### config.mk
export PLATFORM = sky130hd
export DESIGN_NAME = axi_wr_arbiter
export DESIGN_NICKNAME = d
export VERILOG_FILES = /design/src/rtl/axi_wr_arbiter.sv
export SDC_FILE = /design/constraint.sdc
export NUM_CORES = 1
export LEC_CHECK = 0
export CAP_MARGIN = 20
export CELL_PAD_IN_SITES_DETAIL_PLACEMENT = 1
export CELL_PAD_IN_SITES_GLOBAL_PLACEMENT = 2
export CORE_MARGIN = 5
export CORE_UTILIZATION = 10
export CTS_CLUSTER_DIAMETER = 150
export DETAILED_ROUTE_END_ITERATION = 7
export PLACE_DENSITY_LB_ADDON = 0.1
export SLEW_MARGIN = 30
export SYNTH_ARGS = -nofsm -noshare
export SYNTH_HDL_FRONTEND = slang
export SYNTH_SLANG_ARGS = --single-unit
### constraint.sdc
create_clock -name clk -period 1.49 [get_ports clk]
set_input_delay 0.3725 -clock clk [delete_from_list [all_inputs] [get_ports clk]]
set_output_delay 0.3725 -clock clk [all_outputs]
set_load 0.02 [all_outputs]
### src/rtl/axi_wr_arbiter.sv
// Round-robin arbiter sharing one AXI write master port (AW/W/B) among NUM_MASTERS
// write engines; each grant is held for one full address/data/response transaction.
module axi_wr_arbiter #(
  parameter int NUM_MASTERS = 2,
  parameter int DATA_WIDTH  = 32,
  parameter int ADDR_WIDTH  = 64
) (
  input  logic                                 clk,
  input  logic                                 areset,
  input  logic [NUM_MASTERS*4-1:0]             s_awid_i,
  input  logic [NUM_MASTERS*9-1:0]             s_awctl_i,
  input  logic [NUM_MASTERS*ADDR_WIDTH-1:0]    s_awaddr_i,
  input  logic [NUM_MASTERS-1:0]               s_awvalid_i,
  output logic [NUM_MASTERS-1:0]               s_awready_o,
  input  logic [NUM_MASTERS*DATA_WIDTH-1:0]    s_wdata_i,
  input  logic [NUM_MASTERS*DATA_WIDTH/8-1:0]  s_wstrb_i,
  input  logic [NUM_MASTERS-1:0]               s_wlast_i,
  input  logic [NUM_MASTERS-1:0]               s_wvalid_i,
  output logic [NUM_MASTERS-1:0]               s_wready_o,
  output logic [NUM_MASTERS*2-1:0]             s_bresp_o,
  output logic [NUM_MASTERS-1:0]               s_bvalid_o,
  input  logic [NUM_MASTERS-1:0]               s_bready_i,
  output logic [3:0]                           m_awid_o,
  output logic [8:0]                           m_awctl_o,
  output logic [ADDR_WIDTH-1:0]                m_awaddr_o,
  output logic                                 m_awvalid_o,
  input  logic                                 m_awready_i,
  output logic [DATA_WIDTH-1:0]                m_wdata_o,
  output logic [DATA_WIDTH/8-1:0]              m_wstrb_o,
  output logic                                 m_wlast_o,
  output logic                                 m_wvalid_o,
  input  logic                                 m_wready_i,
  input  logic [1:0]                           m_bresp_i,
  input  logic                                 m_bvalid_i,
  output logic                                 m_bready_o,
  output logic [NUM_MASTERS-1:0]               grant_o
);

  localparam int NM = NUM_MASTERS;
  localparam int SW = DATA_WIDTH / 8;
  localparam int IW = (NM > 1) ? $clog2(NM) : 1;

  typedef enum logic [1:0] {IDLE, ADDR, DATA, RESP} state_t;

  state_t        state;
  logic [IW-1:0] grant_idx;
  logic [IW-1:0] ptr;
  logic [IW-1:0] pick_idx;
  logic [IW-1:0] scan_idx;
  logic          pick_valid;

  // First requester at or after the pointer, wrapping past NM-1 back to 0.
  always_comb begin
    int j;
    pick_valid = 1'b0;
    pick_idx   = '0;
    scan_idx   = '0;
    j          = 0;
    for (int k = 0; k < NM; k++) begin
      j = int'(ptr) + k;
      if (j >= NM) j = j - NM;
      scan_idx = IW'(j);
      if (!pick_valid && s_awvalid_i[scan_idx]) begin
        pick_valid = 1'b1;
        pick_idx   = scan_idx;
      end
    end
  end

  always_ff @(posedge clk or negedge areset) begin
    if (!areset) begin
      state     <= IDLE;
      grant_idx <= '0;
      ptr       <= '0;
    end else begin
      case (state)
        IDLE: begin
          if (pick_valid) begin
            grant_idx <= pick_idx;
            state     <= ADDR;
          end
        end
        ADDR: begin
          if (m_awvalid_o && m_awready_i) state <= DATA;
        end
        DATA: begin
          if (m_wvalid_o && m_wready_i && m_wlast_o) state <= RESP;
        end
        RESP: begin
          if (m_bvalid_i && m_bready_o) begin
            state <= IDLE;
            ptr   <= (grant_idx == IW'(NM - 1)) ? '0 : grant_idx + IW'(1);
          end
        end
        default: state <= IDLE;
      endcase
    end
  end

  // Channel routing is purely combinational on the registered grant, gated by phase.
  always_comb begin
    int g;
    g           = int'(grant_idx);
    grant_o     = '0;
    s_awready_o = '0;
    s_wready_o  = '0;
    s_bvalid_o  = '0;
    s_bresp_o   = '0;
    m_awid_o    = '0;
    m_awctl_o   = '0;
    m_awaddr_o  = '0;
    m_awvalid_o = 1'b0;
    m_wdata_o   = '0;
    m_wstrb_o   = '0;
    m_wlast_o   = 1'b0;
    m_wvalid_o  = 1'b0;
    m_bready_o  = 1'b0;
    if (state != IDLE) grant_o[grant_idx] = 1'b1;
    case (state)
      ADDR: begin
        m_awid_o               = s_awid_i[g*4 +: 4];
        m_awctl_o              = s_awctl_i[g*9 +: 9];
        m_awaddr_o             = s_awaddr_i[g*ADDR_WIDTH +: ADDR_WIDTH];
        m_awvalid_o            = s_awvalid_i[grant_idx];
        s_awready_o[grant_idx] = m_awready_i;
      end
      DATA: begin
        m_wdata_o             = s_wdata_i[g*DATA_WIDTH +: DATA_WIDTH];
        m_wstrb_o             = s_wstrb_i[g*SW +: SW];
        m_wlast_o             = s_wlast_i[grant_idx];
        m_wvalid_o            = s_wvalid_i[grant_idx];
        s_wready_o[grant_idx] = m_wready_i;
      end
      RESP: begin
        s_bvalid_o[grant_idx] = m_bvalid_i;
        s_bresp_o[g*2 +: 2]   = m_bresp_i;
        m_bready_o            = s_bready_i[grant_idx];
      end
      default: ;
    endcase
  end

endmodule

==> metrics.csv, run 1 <==
stage;metric;value;unit
status;status;finished, violations left;
status;failed_checks;negative setup slack;
clock_tree;htreeDepth;1;
timing;tightest_slew;0.275;ns
floorplanning;dieArea;27000;um2
layout;layout_commonest_cell;clkdlybuf4s50_1;
timing;finalHoldViolations;0;
clock_tree;cts_tree;done;
global_routing;grt_antenna_before_repair;1;
logic_synthesis;syn_area;2380;um2
timing;setup_ws;-0.564;ns
floorplanning;chipHeight;164;um
layout;layout_common_cells;clkdlybuf4s50_1 (240), buf_6 (142), nor2b_4 (118);
timing;finalCritPeriodShare;138;%
clock_tree;clkTransAtPathRegs;0.03;ns
placed_design;gp_congestion;0.742;
critical_path;path_cells;buf_12 > clkbuf_16 > mux2i_4 > buf_6 > o31ai_2 > buf_4 > nand3_4 > mux2_4;
clock_tree;cts_buffer_depth;2;
timing;rsz0062_at_grt;true;
placed_design;place_inst;997;
flow_run;drv_cap;0;
global_routing;grt_pass1_wl;29300;um
critical_path;worstSetupStartpointType;flip-flop;
route;drt.antenna.violating_nets;0;
timing;hold_ws;0.353;ns
clock_tree;numCtsBuffers;3;
floorplanning;die_w;164;um
critical_path;r2r_slack;-0.56;ns
logic_synthesis;synth_fp_nets;550;
clock_tree;clkSinkCount;4;
timing;max-slew-margin-rel;81.6;%
logic_synthesis;ys_types;20;
critical_path;path_class;reg2reg;
route;wl;21200;um
critical_path;critPathCaptureType;flip-flop;
route;routedWlPerCell;19.8;um
global_routing;grtUsageTotal;14.2;%
global_routing;grt_overflow;0;
power;power_density;1830;nW/um2
clock_tree;cts_hold_buffers;0;
clock_tree;insertion_delay;0.23;ns
critical_path;cp_top_family;buffers and inverters;
route;routed_via_density;3.83;
timing;min_period;2.05;ns
route;via_count;4102;
layout;area_delta_synth_final;337;%
floorplanning;io-pin-count;370;
route;drt_iter0_markers;43;
power;vdd_ir_drop_max;0.000588;V
timing;fin_skew;0.00332;ns
layout;layout.nets;997;
clock_tree;root_buffer;clkbuf_16;
min_path;hp-class;in2async;
floorplanning;rows;56;
global_routing;grt_max_degree;30;
route;drc;0;
timing;fmax;0.487;GHz
critical_path;path_buf_inv;4;
logic_synthesis;syn_area_per_cell;7.84;um2
power;p_leak;3.91;nW
logic_synthesis;synth_seq_area_share;4.20;%
layout;fin_cells;1070;
critical_path;cp_slowest_cell;dfrtp_4;
logic_synthesis;yosys_warnings;0;
route;first_pass_iters;3;
floorplanning;start_util;10.2;%
placed_design;io_buffers;369;
logic_synthesis;synth_seq_cells;4;
layout;layout-drive-gt1-share;65.7;%
logic_synthesis;synthesis.instances;304;
critical_path;worst_ep_required_time;1.60;ns
layout;fillers;2436;
critical_path;slowest_delay;0.51;ns
critical_path;worst_ep_arrival_time;2.16;ns
placed_design;hpwl;15300;um
global_routing;grt_pass1_vias;4704;
timing;final-setup-viol-count;132;
floorplanning;core-area;23500;um2
critical_path;cp_max_fo;6;
timing;drv_slew;0;
## registers in the layout, indices dropped and copies added (netlist names)
signal,flops
ptr,1
state,2
grant_idx,1
## final cells by class
cell class / count / area, um2 / share of cell area (%)
flip-flops and latches: 4 / 105 / 1.01
diodes: 1 / 2.50 / 0.0240
repair buffers: 469 / 5270 / 50.5
inverters: 5 / 18.8 / 0.180
well taps: 319 / 399 / 3.83
multi-input cells: 268 / 4560 / 43.7
clock buffers: 4 / 78.8 / 0.756
## cell families (layout without fill, tap and decap cells)
family / after synthesis / in the layout / synth area share [%]
simple gates: 138 / 138 / 35.2
mux: 119 / 119 / 50.0
buf+inv: 32 / 478 / 6.24
compound gates: 6 / 6 / 1.73
fa+ha+maj: 5 / 5 / 2.62
flops: 4 / 4 / 4.20
other cells: 0 / 1 / 0
## path summary, 6_finish.rpt
path                            from         to  cells after the start
min in group clk                 ptr        ptr                      2
setup / recovery           grant_idx   state[1]                      8
max in group asynchronous     areset  grant_idx                      1
hold / removal                areset        ptr                      1
setup reg to reg           grant_idx   state[1]                      8
hold reg to reg                  ptr        ptr                      2
## report_power, final
group	internal, W	total, W	leakage (nW)	switching [W]
Sequential	0.000182	0.000269	0.0445	0.0000867
Clock	0.000355	0.000445	0.0382	0.0000906
Combinational	0.0110	0.0184	3.82	0.00734
## worst reg2reg max path: cells and delay by family, from the launching register on
kind / cells / cell delay, ns
flops: 1 / 0.51
mux: 2 / 0.52
simple gates: 1 / 0.08
buf+inv: 4 / 0.62
compound gates: 1 / 0.20
## through the flow
step                      worst slack (ns)  power, W  area (um2)  TNS, ns  utilization, %
after floorplan                    -0.0754   0.00813        3720    -7.00               -
after global placement              -0.771    0.0121        7890   -78.83            33.6
after detailed placement            -0.831    0.0123        7890   -82.52            33.6
after CTS                           -0.643    0.0166        9440   -65.51            40.2
after global routing                -0.621    0.0201       10400   -64.49            44.4
final                               -0.564    0.0191       10400   -58.31            44.4
## routing by layer
layer	routed length, um	GRT usage, %
met1	7270	14.7
met2	11500	27.8
met3	2010	4.49
met4	349	2.80
met5	0	0
## cell usage after synthesis
cell type / count / area share (%)
buf_4: 5 / 1.6
a31oi_1: 1 / 0.26
a32oi_1: 1 / 0.37
inv_1: 5 / 0.79
mux2i_1: 118 / 50
dfrtp_1: 4 / 4.2
and2_1: 3 / 0.79
o21ai_1: 1 / 0.21
buf_2: 8 / 1.7
nand3_1: 1 / 0.21
a221oi_1: 1 / 0.37
mux2_1: 1 / 0.47
nand2_1: 4 / 0.63
and3_1: 5 / 1.3
a21oi_1: 1 / 0.21
ha_1: 5 / 2.6
nor2b_1: 120 / 31
o31ai_1: 1 / 0.31
nor2_1: 5 / 0.79
clkbuf_1: 14 / 2.2
## what timing repair did
action | in CTS | in global routing
pin swaps | 3 | 5
cloned | 10 | 6
resized for setup | 685 | 313
buffers inserted | 33 | 26
endpoints found under the setup margin | 132 | 133
Power figures use the tool's default switching activity.
==> run 2, diff against run 1 <==
--- a/config.mk
+++ b/config.mk
@@ -8,7 +8,7 @@
 export CAP_MARGIN = 20
 export CELL_PAD_IN_SITES_DETAIL_PLACEMENT = 1
 export CELL_PAD_IN_SITES_GLOBAL_PLACEMENT = 2
-export CORE_MARGIN = 5
+export CORE_MARGIN = 2
 export CORE_UTILIZATION = 10
 export CTS_CLUSTER_DIAMETER = 150
 export DETAILED_ROUTE_END_ITERATION = 7
==> run 2 against run 1 <==
Register-to-register slack barely moved. Critical path depth decreased by 3. Clock skew up 0.0017 ns. Combinational power grew 4%. Sequential cell count stayed put. Power is 3.7% higher. Die area decreased by 7.2%. First-iteration DRC count grew 93%. Final cell count grew 0.65%. Largest cell class unchanged. Via count rose by 2.4%. Cell area is 2.6% higher. Largest power group unchanged. The run still ends with negative setup slack left.
==> metrics.csv, run 2 (same netlist as run 1, synthesis figures left out) <==
stage;metric;value;unit;change
route;routedWlPerCell;19.1;um;was 19.8 um
critical_path;path_cells;buf_12 > bufbuf_16 > mux2i_4 > nor2b_4 > buf_4;;was buf_12 > clkbuf_16 > mux2i_4 > buf_6 > o31ai_2 > buf_4 > nand3_4 > mux2_4
critical_path;critPathCaptureType;output port;;was flip-flop
power;netSwitchingPower;0.00763;W;was 0.00751 W
power;pwr-share-comb;96.3;%;about the same
floorplanning;die_w;158;um;was 164 um
global_routing;grtUsageTotal;14.9;%;was 14.2%
layout;area_delta_synth_final;349;%;was 337%
clock_tree;clkTransAtPathRegs;0.03;ns;about the same
critical_path;worst_ep_required_time;1.12;ns;was 1.60 ns
critical_path;rr_worst_depth;8;;unchanged
power;p_clk_share;2.2;%;was 2.3%
power;power_frac_seq;1.5;%;was 1.4%
timing;final-setup-viol-count;132;;unchanged
layout;layout_commonest_cell;clkdlybuf4s50_1;;unchanged
timing;finalCritPeriodShare;138;%;about the same
layout;antennaDiodeCount;0;;was 1
clock_tree;root_buffer;clkbuf_16;;unchanged
timing;hold_ws;0.357;ns;was 0.353 ns
power;p_leak;4.03;nW;was 3.91 nW
critical_path;path_class;reg2out;;was reg2reg
power;power_density;1850;nW/um2;was 1830 nW/um2
clock_tree;cts_hold_buffers;0;;unchanged
clock_tree;cts_tree;done;;unchanged
critical_path;slowest_delay;0.50;ns;was 0.51 ns
route;via_count;4201;;was 4102
timing;fin_tns_setup;-59.78;ns;was -58.31 ns
status;failed_checks;negative setup slack;;unchanged
clock_tree;clkSinkCount;4;;unchanged
critical_path;cp_max_fo;9;;was 6
layout;layout_common_cells;clkdlybuf4s50_1 (240), buf_6 (150), nor2b_4 (119);;was clkdlybuf4s50_1 (240), buf_6 (142), nor2b_4 (118)
global_routing;grt_overflow;0;;unchanged
status;status;finished, violations left;;unchanged
layout;layout-drive-gt1-share;66.5;%;was 65.7%
placed_design;place_inst;1004;;was 997
critical_path;cp_slowest_cell;dfrtp_4;;unchanged
placed_design;hpwl;14500;um;was 15300 um
placed_design;io_buffers;369;;unchanged
floorplanning;chipHeight;158;um;was 164 um
route;drt.antenna.violating_nets;0;;unchanged
global_routing;grt_max_degree;22;;was 30
min_path;hp-class;in2async;;unchanged
flow_run;drv_cap;0;;unchanged
layout;top_register;state;;unchanged
power;p_total;0.0198;W;was 0.0191 W
clock_tree;htreeDepth;1;;unchanged
layout;reg_top3;state x2, grant_idx x1, ptr x1;;unchanged
route;routed_via_density;3.90;;was 3.83
floorplanning;dieArea;25100;um2;was 27000 um2
timing;min_period;2.06;ns;was 2.05 ns
global_routing;grt_pass1_wl;28100;um;was 29300 um
global_routing;grt_antenna_before_repair;1;;unchanged
layout;layout.nets;1005;;was 997
floorplanning;io-pin-count;370;;unchanged
global_routing;grt_pass1_vias;4658;;was 4704
timing;fin_skew;0.00505;ns;was 0.00332 ns
timing;tightest_slew;0.289;ns;was 0.275 ns
timing;fmax;0.486;GHz;was 0.487 GHz
power;vdd_ir_drop_max;0.000615;V;was 0.000588 V
floorplanning;start_util;10.2;%;unchanged
clock_tree;numCtsBuffers;3;;unchanged
power;power.share.switching;38.5;%;was 39.4%
clock_tree;cts_buffer_depth;2;;unchanged
clock_tree;insertion_delay;0.23;ns;about the same
layout;fillers;2389;;was 2436
layout;fin_cells;1077;;was 1070
timing;drv_slew;0;;unchanged
route;wl;20600;um;was 21200 um
timing;rsz0062_at_grt;true;;unchanged
route;first_pass_iters;3;;unchanged
timing;setup_ws;-0.566;ns;was -0.564 ns
placed_design;gp_congestion;0.735;;was 0.742
layout;largest_reg_flops;2;;unchanged
power;internal_power;0.0122;W;was 0.0116 W
critical_path;worstSetupStartpointType;flip-flop;;unchanged
floorplanning;core-area;23500;um2;unchanged
route;drc;0;;unchanged
floorplanning;rows;56;;unchanged
timing;max-slew-margin-rel;80.7;%;was 81.6%
critical_path;worst_ep_arrival_time;1.68;ns;was 2.16 ns
timing;finalHoldViolations;0;;unchanged
route;drt_iter0_markers;83;;was 43
## run 2: worst paths after layout
| path | from | end | slack, ns |
|---|---|---|---|
| setup / recovery | grant_idx | m_wdata_o[25] | -0.57 |
| hold / removal | areset | ptr | 0.36 |
| setup reg to reg | grant_idx | state[1] | -0.55 |
| hold reg to reg | ptr | ptr | 0.56 |
| max in group asynchronous | areset | state[1] | 0.94 |
| min in group clk | ptr | ptr | 0.56 |
## run 2: critical path, delay by kind of cell, from the launching register on
family | cells | cell delay, ns
buffers and inverters | 3 | 0.64
flip-flops | 1 | 0.50
multiplexers | 1 | 0.25
AND/OR/NAND/NOR | 1 | 0.05
## run 2: power groups by stage
| stage | Clock (W) | Sequential, W | Combinational, W |
|---|---|---|---|
| after floorplan | 0 | 0.000216 | 0.00791 |
| after global placement | 0 | 0.000248 | 0.0122 |
| final | 0.000433 | 0.000296 | 0.0191 |
| after CTS | 0.000439 | 0.000291 | 0.0175 |
| after global routing | 0.000454 | 0.000304 | 0.0200 |
| after detailed placement | 0 | 0.000258 | 0.0123 |
## run 2: repair_timing
action / 4_1_cts / 5_1_grt
gates resized for setup: 865 / 161
pin swaps: 2 / 4
endpoints found under the hold margin: 0 / 0
cloned: 14 / 7
setup buffers: 32 / 22
setup endpoints to repair: 132 / 132
## run 2: layer usage
layer	track usage, %	part of all wire [%]
met5	0	0
met4	1.67	0.56
met3	4.63	9.3
met2	31.1	57
met1	14.5	33
## run 2: per-stage QoR
stage | setup WS [ns] | util [%] | area, um2
floorplan | -0.0754 | - | 3720
global placement | -0.654 | 34.1 | 8010
detailed placement | -0.681 | 34.1 | 8010
CTS | -0.582 | 42.7 | 10000
global route | -0.617 | 45.6 | 10700
finish | -0.566 | 45.6 | 10700
## run 2: area by class of cell
class,instances,area (um2),area share (%)
clock buffer,4,78.8,0.737
inverter,5,21.3,0.199
multi-input combinational,268,4570,42.7
sequential,4,106,0.994
tap,319,399,3.73
timing repair buffer,477,5520,51.6
==> run 3, diff against run 2 <==
--- a/config.mk
+++ b/config.mk
@@ -8,6 +8,7 @@
 export CAP_MARGIN = 20
 export CELL_PAD_IN_SITES_DETAIL_PLACEMENT = 1
 export CELL_PAD_IN_SITES_GLOBAL_PLACEMENT = 2
+export CORE_ASPECT_RATIO = 0.6
 export CORE_MARGIN = 2
 export CORE_UTILIZATION = 10
 export CTS_CLUSTER_DIAMETER = 150
==> run 3 against run 2 <==
The run still ends with negative setup slack left. Clock-buffer cell count did not move. Global-route usage fell by 1.2 points. Sequential cell count did not move. Clock skew fell by 0.0043 ns. Highest routed layer unchanged. Non-clock buffer count rose by 15. Clock power barely moved. Critical path type unchanged. Power rose by 0.29%. Critical path depth rose by 2.
==> metrics.csv, run 3 (same netlist as run 1, synthesis figures left out) <==
stage;metric;value;unit;change
critical_path;cp_max_fo;6;;was 9
floorplanning;dieArea;25100;um2;about the same
critical_path;path_cells;buf_12 > buf_16 > buf_12 > buf_12 > mux2i_4 > nor2b_4 > buf_6;;was buf_12 > bufbuf_16 > mux2i_4 > nor2b_4 > buf_4
global_routing;grt_pass1_vias;4552;;was 4658
layout;largest_reg_flops;2;;unchanged
clock_tree;cts_hold_buffers;0;;unchanged
clock_tree;cts_buffer_depth;2;;unchanged
critical_path;path_class;reg2out;;unchanged
clock_tree;cts_tree;done;;unchanged
route;drc;0;;unchanged
timing;hold_ws;0.359;ns;was 0.357 ns
clock_tree;numCtsBuffers;3;;unchanged
placed_design;hpwl;14300;um;was 14500 um
timing;finalHoldViolations;0;;unchanged
global_routing;grt_pass1_wl;26700;um;was 28100 um
power;p_leak;4.06;nW;was 4.03 nW
timing;drv_slew;0;;unchanged
layout;antennaDiodeCount;0;;unchanged
timing;final-setup-viol-count;132;;unchanged
timing;setup_ws;-0.588;ns;was -0.566 ns
floorplanning;chipHeight;124;um;was 158 um
global_routing;grt_max_degree;24;;was 22
clock_tree;htreeDepth;1;;unchanged
critical_path;worst_ep_arrival_time;1.71;ns;was 1.68 ns
clock_tree;root_buffer;clkbuf_16;;unchanged
route;drt_iter0_markers;46;;was 83
status;failed_checks;negative setup slack;;unchanged
power;power_density;1840;nW/um2;was 1850 nW/um2
floorplanning;core-area;23200;um2;was 23500 um2
layout;top_register;state;;unchanged
critical_path;worstSetupStartpointType;flip-flop;;unchanged
route;via_count;4173;;was 4201
global_routing;grtUsageTotal;13.8;%;was 14.9%
critical_path;cp_slowest_cell;dfrtp_4;;unchanged
route;wl;19700;um;was 20600 um
route;routedWlPerCell;18.1;um;was 19.1 um
power;vdd_ir_drop_max;0.000590;V;was 0.000615 V
timing;tightest_slew;0.281;ns;was 0.289 ns
clock_tree;clkSinkCount;4;;unchanged
critical_path;worst_ep_required_time;1.12;ns;about the same
floorplanning;die_w;203;um;was 158 um
layout;fillers;2378;;was 2389
status;status;finished, violations left;;unchanged
layout;reg_top3;state x2, grant_idx x1, ptr x1;;unchanged
timing;min_period;2.08;ns;was 2.06 ns
timing;fin_skew;0.000729;ns;was 0.00505 ns
placed_design;gp_congestion;0.802;;was 0.735
route;first_pass_iters;4;;was 3
timing;max-slew-margin-rel;81.1;%;was 80.7%
floorplanning;start_util;10.3;%;was 10.2%
global_routing;grt_overflow;0;;unchanged
floorplanning;io-pin-count;370;;unchanged
layout;layout-drive-gt1-share;66.9;%;was 66.5%
critical_path;slowest_delay;0.50;ns;about the same
route;drt.antenna.violating_nets;0;;unchanged
power;power_frac_seq;1.3;%;was 1.5%
layout;area_delta_synth_final;353;%;was 349%
critical_path;setup.worst_path.start;grant_idx;;unchanged
global_routing;grt_antenna_before_repair;0;;was 1
placed_design;io_buffers;369;;unchanged
layout;layout.nets;1020;;was 1005
flow_run;drv_cap;0;;unchanged
power;power.share.switching;38.2;%;was 38.5%
power;internal_power;0.0123;W;was 0.0122 W
critical_path;cpMostUsedCell;buf_12;;
timing;finalCritPeriodShare;139;%;was 138%
placed_design;pre_cts_ws;-0.735;ns;was -0.681 ns
floorplanning;rows;43;;was 56
timing;rsz0062_at_grt;true;;unchanged
route;routed_via_density;3.84;;was 3.90
critical_path;critPathCaptureType;output port;;unchanged
power;netSwitchingPower;0.00758;W;was 0.00763 W
power;pwr-share-comb;96.5;%;was 96.3%
clock_tree;insertion_delay;0.22;ns;was 0.23 ns
layout;layout_commonest_cell;clkdlybuf4s50_1;;unchanged
layout;layout_common_cells;clkdlybuf4s50_1 (240), buf_6 (167), nor2b_4 (119);;was clkdlybuf4s50_1 (240), buf_6 (150), nor2b_4 (119)
timing;fmax;0.481;GHz;was 0.486 GHz
power;p_clk_share;2.2;%;about the same
clock_tree;clkTransAtPathRegs;0.03;ns;about the same
critical_path;r2r-start;grant_idx;;unchanged
min_path;hp-class;in2async;;unchanged
==> run 3: power by group through the flow <==
stage	Sequential [W]	Combinational [W]	Clock, W
global route	0.000268	0.0201	0.000452
finish	0.000255	0.0192	0.000433
CTS	0.000288	0.0167	0.000443
detailed placement	0.000264	0.0124	0
global placement	0.000263	0.0123	0
floorplan	0.000216	0.00791	0
==> run 3: area by class of cell <==
cell class | count | area (um2) | area share [%]
Tap cell | 315 | 394 | 3.65
Timing Repair Buffer | 492 | 5580 | 51.7
Multi-Input combinational cell | 268 | 4620 | 42.8
Sequential cell | 4 | 105 | 0.973
Clock buffer | 4 | 78.8 | 0.729
Inverter | 5 | 21.3 | 0.197
==> run 3: critical path, delay by kind of cell, from the launching register on <==
kind / cells / cell delay (ns)
buf+inv: 5 / 0.68
flops: 1 / 0.50
mux: 1 / 0.18
simple gates: 1 / 0.11
==> run 3: timing repair <==
action                     CTS  global route
gates cloned                 6             8
pin swaps                    8             6
setup endpoints to repair  132           132
gates resized for setup    798           270
setup buffers               40            37
==> run 3: path summary, 6_finish.rpt <==
check,cells past startpoint,slack (ns),end
max in group asynchronous,1,0.93,grant_idx
setup / recovery,7,-0.59,m_wdata_o[8]
setup reg to reg,7,-0.49,state[1]
min in group clk,2,0.56,ptr
hold reg to reg,2,0.56,ptr
hold / removal,1,0.36,grant_idx
==> run 3: through the flow <==
step | utilization [%] | cells | cell area, um2 | total power, W | TNS (ns)
finish | 46.5 | 1088 | 10800 | 0.0199 | -60.67
floorplan | - | 304 | 3720 | 0.00813 | -7.00
detailed placement | 34.7 | 1008 | 8070 | 0.0127 | -79.83
global route | 46.5 | 1088 | 10800 | 0.0209 | -66.13
CTS | 42.3 | 1057 | 9820 | 0.0174 | -66.80
global placement | 34.7 | 1008 | 8070 | 0.0126 | -79.23
==> run 3: routing by layer <==
| metal | track usage, % | routed length (um) | vias to the layer above | part of all wire, % |
|---|---|---|---|---|
| li1 | - | - | 1983 | - |
| met1 | 15.1 | 7470 | 1992 | 38 |
| met2 | 26.4 | 10300 | 186 | 52 |
| met3 | 4.60 | 1650 | 12 | 8.4 |
| met4 | 2.01 | 222 | 0 | 1.1 |
| met5 | 0 | 0 | - | 0 |
==> edit 1, RTL diff (settings of run 1) <==
Set the parameter `NUM_MASTERS` to 4 (it was 2).
--- a/src/rtl/axi_wr_arbiter.sv
+++ b/src/rtl/axi_wr_arbiter.sv
@@ -3,3 +3,3 @@
 module axi_wr_arbiter #(
-  parameter int NUM_MASTERS = 2,
+  parameter int NUM_MASTERS = 4,
   parameter int DATA_WIDTH  = 32,
Interface: changed (14 resized); port bits go from 370 to 616. The function was not compared with the original's and may differ.
==> edit 1 against run 1 <==
- the flow still finishes with violations (negative setup slack)
- highest routed layer is now met5
- sequential cell count up 2
- routed wire length up 90%
- cell area up 31%
- largest cell class unchanged
- largest power group unchanged
- final cell count up 57%
- worst hold slack better by 0.057 ns
- clock skew down 0.0029 ns
- power up 5.0%
- register-to-register slack worse by 0.18 ns
- die area up 76%
- synthesized area up 82%
- critical path type is now flop to output pin
- global-route usage up 1.5 points
- worst setup slack worse by 0.27 ns
==> edit 1: results (changes against run 1) <==
In the post-synthesis netlist, the biggest area contributors are sky130_fd_sc_hd__mux4_2 60%, sky130_fd_sc_hd__and2_1 17%, sky130_fd_sc_hd__dfrtp_1 3.5%. For this design, the slowest cell found on the critical path is sky130_fd_sc_hd__mux4_2. The final sum of negative setup slack came out at -103.47 ns (-45.15 ns). The fraction of met3 tracks used by global routing came out at 5.08% (+0.59 points). The routing usage on met1 is 16.8% (+2.0 points).

The number of max-capacitance violations reported came out at 0 (unchanged). The clock-pin transition on the worst setup and hold timing paths is 0.03 ns (about the same). The routed wire length is 40300 um (+90%).

The net count reported at finish came out at 1578 (+58%). The estimated wirelength of the detail-placed design came out at 34900 um (+130%). The weighted congestion reported at the end of routability-driven placement came out at 0.873 (+18%). The initial antenna violation count is 5 (+4). The worst stage delay on the critical path is 0.50 ns.

The worst IR drop on VDD came out at 0.512 mV (-13%). The number of DRC markers after the initial detailed-route iteration is 164 (+280%). The setup slack after layout is -0.837 ns (-0.273 ns). The maximum clock path buffer count came out at 2 (unchanged). The largest net degree at the start of global routing is 27 (-10%). The clock buffer count from CTS is 3 (unchanged).

The number of warnings reported in the yosys synthesis log came out at 0 (unchanged). The static leakage power came out at 5.31 nW (+36%). The fraction of layout instances using a drive strength above 1 came out at 53.7% (-12 points). The largest registers in the layout are grant_idx: 2 flops, ptr: 2 flops, state: 2 flops. The die extent in x is 218 um (+33%).

The data arrival time of the critical path came out at 1.95 ns (-0.21 ns). The all-layer global routing usage is 15.7% (+1.5 points). The count of port buffers added during placement is 615 (+67%). The global-route wire length before repair came out at 54900 um (+87%).

The pin slew with the least headroom to its limit is 0.390 ns (+0.115 ns). The peak fanout along the critical path was 10 (+4). The clock skew came out at 0.000420 ns (-0.00290 ns).

The number of global-route vias before repair came out at 7097 (+51%). The clock latency reported for the late side of the worst-skew pair came to 0.23 ns (about the same). The number of endpoints failing setup at the final stage came out at 145 (+9.8%).

The sequential cell area fraction in the yosys report came out at 3.47% (-0.73 points). The number of distinct library cells after synthesis came out at 35 (+75%). The total nets after synthesis is 851 (+55%). The most instantiated flip-flop cell in the synthesis netlist is sky130_fd_sc_hd__dfrtp_1. The run finished, with violations left. The placement-stage cell area is 12200 um^2 (+54%). The via count of the routed design came to 6444 (+57%). The checks that failed: negative setup slack. Counting instances in the post-synthesis netlist gives the leading cell types as 117 x sky130_fd_sc_hd__and2_1, 116 x sky130_fd_sc_hd__mux4_2, 20 x sky130_fd_sc_hd__clkbuf_1. CTS placed an instance of sky130_fd_sc_hd__clkbuf_16 at the clock tree root. The number of filler instances in the final layout is 4765 (+96%). The routing usage on met2 is 31.1% (+3.3 points). The fraction of registers with async set/reset is 100% (unchanged). The length of the first detailed-routing pass in iterations is 4 (+1). The worst min-delay path class is primary input to async pin. The total number of H-tree levels came out at 1 (unchanged).
## edit 1: changes by cell type after synthesis, moves of 4 or more
cell,before,now
sky130_fd_sc_hd__and2_1,3,117
sky130_fd_sc_hd__and3_1,5,12
sky130_fd_sc_hd__buf_2,8,12
sky130_fd_sc_hd__clkbuf_1,14,20
sky130_fd_sc_hd__ha_1,5,12
sky130_fd_sc_hd__mux2i_1,118,3
sky130_fd_sc_hd__mux4_2,0,116
sky130_fd_sc_hd__nand2_1,4,8
sky130_fd_sc_hd__nor2b_1,120,6
## edit 1: area by class of cell
cell class              instances  area, um^2  area share (%)
multi-input cells             309        4630            33.9
well taps                     585         732            5.37
diodes                          3        7.51          0.0551
clock buffers                   3        75.1           0.551
flip-flops and latches          6         158            1.16
repair buffers                763        7990            58.6
inverters                       8        50.0           0.367
## edit 1: cell families after synthesis
kind of cell	share of synthesized area [%]
simple gates	22.8
mux	61.9
buf+inv	5.46
flops	3.47
compound gates	2.92
fa+ha+maj	3.47
## edit 1: through the flow
stage | std cells | setup WS, ns
6_report | 1677 | -0.837
5_1_grt | 1677 | -0.898
4_1_cts | 1647 | -0.942
3_5_place_dp | 1596 | -0.975
3_3_place_gp | 1596 | -0.964
2_1_floorplan | 364 | -0.455
## edit 1: report_power, final
| group | internal, mW | switching, mW |
|---|---|---|
| clock | 0.345 | 0.0913 |
| sequential | 0.264 | 0.121 |
| combinational | 11.5 | 7.73 |
## edit 1: critical path, delay by kind of cell, from the launching register on
kind	cells	cell delay, ns
buf+inv	4	0.57
mux	1	0.50
flops	1	0.46
simple gates	1	0.17
## edit 1: final timing paths
| check | to | cells past startpoint | slack (ns) | startpoint |
|---|---|---|---|---|
| min in group clk | state[0] | 1 | 0.60 | state[0] |
| min | grant_idx[1] | 1 | 0.41 | areset |
| min reg2reg | state[0] | 1 | 0.60 | state[0] |
| max in group asynchronous | grant_idx[0] | 1 | 0.81 | areset |
| max | m_awaddr_o[44] | 6 | -0.84 | grant_idx[0] |
| max reg2reg | state[1] | 8 | -0.74 | grant_idx[0] |
## edit 1: metal layers
metal	up-vias	share of wire (%)
met1	3204	35
met5	-	0.067
met4	4	0.67
met3	21	8.9
met2	292	56
li1	2923	-
## edit 1: timing repair
item / CTS / global route
pin swaps: 37 / 53
cloned: 6 / 0
gates resized for setup: 653 / 214
endpoints found under the setup margin: 147 / 145
setup buffers: 43 / 36
==> edit 2, RTL diff (settings of run 1) <==
Made on the original files. Reset style: synchronous (`areset`), changed in one clocked block.
--- a/src/rtl/axi_wr_arbiter.sv
+++ b/src/rtl/axi_wr_arbiter.sv
@@ -69,3 +69,3 @@
 
-  always_ff @(posedge clk or negedge areset) begin
+  always_ff @(posedge clk) begin
     if (!areset) begin
Check against the original RTL: differs if areset is asserted again (counterexample within 4 cycles, from zero or initial values and one cycle with areset low); with areset held inactive, the same outputs for 10 cycles.
==> edit 2 against run 1 <==
- the run still ends with negative setup slack left
- cell area is 6.5% lower
- worst setup slack gained 0.13 ns
- power shrank 45%
- worst hold slack improved by 0.19 ns
- sequential cell count stayed put
- routed wire length fell by 2.0%
- non-clock buffer count increased by 16
- utilization down 4.0 points
- synthesized area grew 1.8%
- register-to-register slack better by 0.18 ns
- via count up 2.4%
==> edit 2: results (changes against run 1) <==
The sequential cell area fraction in the yosys report is 3.30% (-0.90 points). The routed wire length was 20800 um (-2.0%). The setup slack after layout is -0.435 ns (+0.129 ns). The sum of met2 wire segment lengths after detailed routing is 11800 um (+2.4%). The pin slew with the least headroom to its limit is 0.276 ns (+0.000404 ns). The length of the first detailed-routing pass in iterations was 4 (+1). The endpoint identified for the worst register-to-register timing path is state[0]. The all-layer global routing usage is 13.8% (-0.40 points).

The area fraction in compound gates after synthesis is 2.27% (+0.54 points). By startpoint and endpoint, the worst setup path is classified as flop to output pin. The routing usage on met1 is 14.0% (-0.71 points). The setup slack of the most critical reg-to-reg path is -0.38 ns (+0.18 ns).

Ranked by total cell area, the synthesized netlist is headed by sky130_fd_sc_hd__mux2i_1 49%, sky130_fd_sc_hd__nor2b_1 30%, sky130_fd_sc_hd__dfxtp_1 3.3%. The number of DRC markers after the initial detailed-route iteration is 70 (+63%). The flow ran to the end, but the final reports show violations. The critical path's slowest cell is sky130_fd_sc_hd__dfxtp_4. The fraction of power spent switching nets is 38.9% (-0.43 points). The routing usage on met2 is 27.6% (-0.16 points). The adder-cell share of the synthesized area came out at 2.58% (-0.046 points).

The placement-stage cell area is 7490 um^2 (-5.0%). The most used flip-flop cell after synthesis is sky130_fd_sc_hd__dfxtp_1. The final sum of negative setup slack came out at -46.86 ns (+11.45 ns). The fraction of layout instances using a drive strength above 1 is 61.7% (-4.0 points).

The global-route wire length before repair is 29800 um (+1.7%). The initial antenna violation count came out at 3 (+2). The endpoint of the most critical setup path is m_wdata_o[16]. The largest net degree at the start of global routing is 17 (-43%). The clock skew is 0.00230 ns (-0.00102 ns). The post-CTS setup repair buffer count is 43 (+30%). The fraction of registers with async set/reset is 0% (-100 points).

The weighted congestion reported at the end of routability-driven placement is 0.741 (-0.12%). The number of filler instances in the final layout is 2594 (+6.5%). The final reports fail on negative setup slack.

The data arrival time of the critical path came to 1.55 ns (-0.61 ns). The multiplexer area fraction after synthesis came out at 49.1% (-0.88 points). In this run the critical register-to-register path is launched from grant_idx. The length of routed wiring on met1 is 7200 um (-0.94%). The worst IR drop on VDD was 0.398 mV (-32%). The worst hold slack is 0.543 ns (+0.191 ns).

The static leakage power is 3.63 nW (-7.0%). The tightest min-delay check is of the flop to flop type. The number of distinct library cells after synthesis came out at 22 (+10%). The net count reported at finish was 1018 (+2.1%).

The power density normalized to cell area came out at 1080 nW/um^2 (-41%). The total nets after synthesis came out at 556 (+1.1%). Counting instances in the post-synthesis netlist gives the leading cell types as 118 x sky130_fd_sc_hd__mux2i_1, 118 x sky130_fd_sc_hd__nor2b_1, 14 x sky130_fd_sc_hd__clkbuf_1. The number of endpoints failing setup at the final stage came out at 132 (unchanged).
==> edit 2: worst register-to-register path, cell delays in order (launching register included) <==
cell	delay, ns
sky130_fd_sc_hd__dfxtp_4	0.37
sky130_fd_sc_hd__buf_12	0.14
sky130_fd_sc_hd__buf_12	0.12
sky130_fd_sc_hd__buf_6	0.11
sky130_fd_sc_hd__mux2i_4	0.18
sky130_fd_sc_hd__o31ai_2	0.20
sky130_fd_sc_hd__buf_4	0.15
sky130_fd_sc_hd__nor4b_4	0.27
sky130_fd_sc_hd__mux2i_1	0.25
==> edit 2: final cells by class <==
type                       instances  area [um^2]  area share [%]
sequential                         4         91.3           0.937
timing repair buffer             485         5430            55.7
inverter                           4         17.5           0.180
multi-input combinational        274         3730            38.2
clock buffer                       4         78.8           0.808
tap                              324          405            4.16
antenna                            1         2.50          0.0257
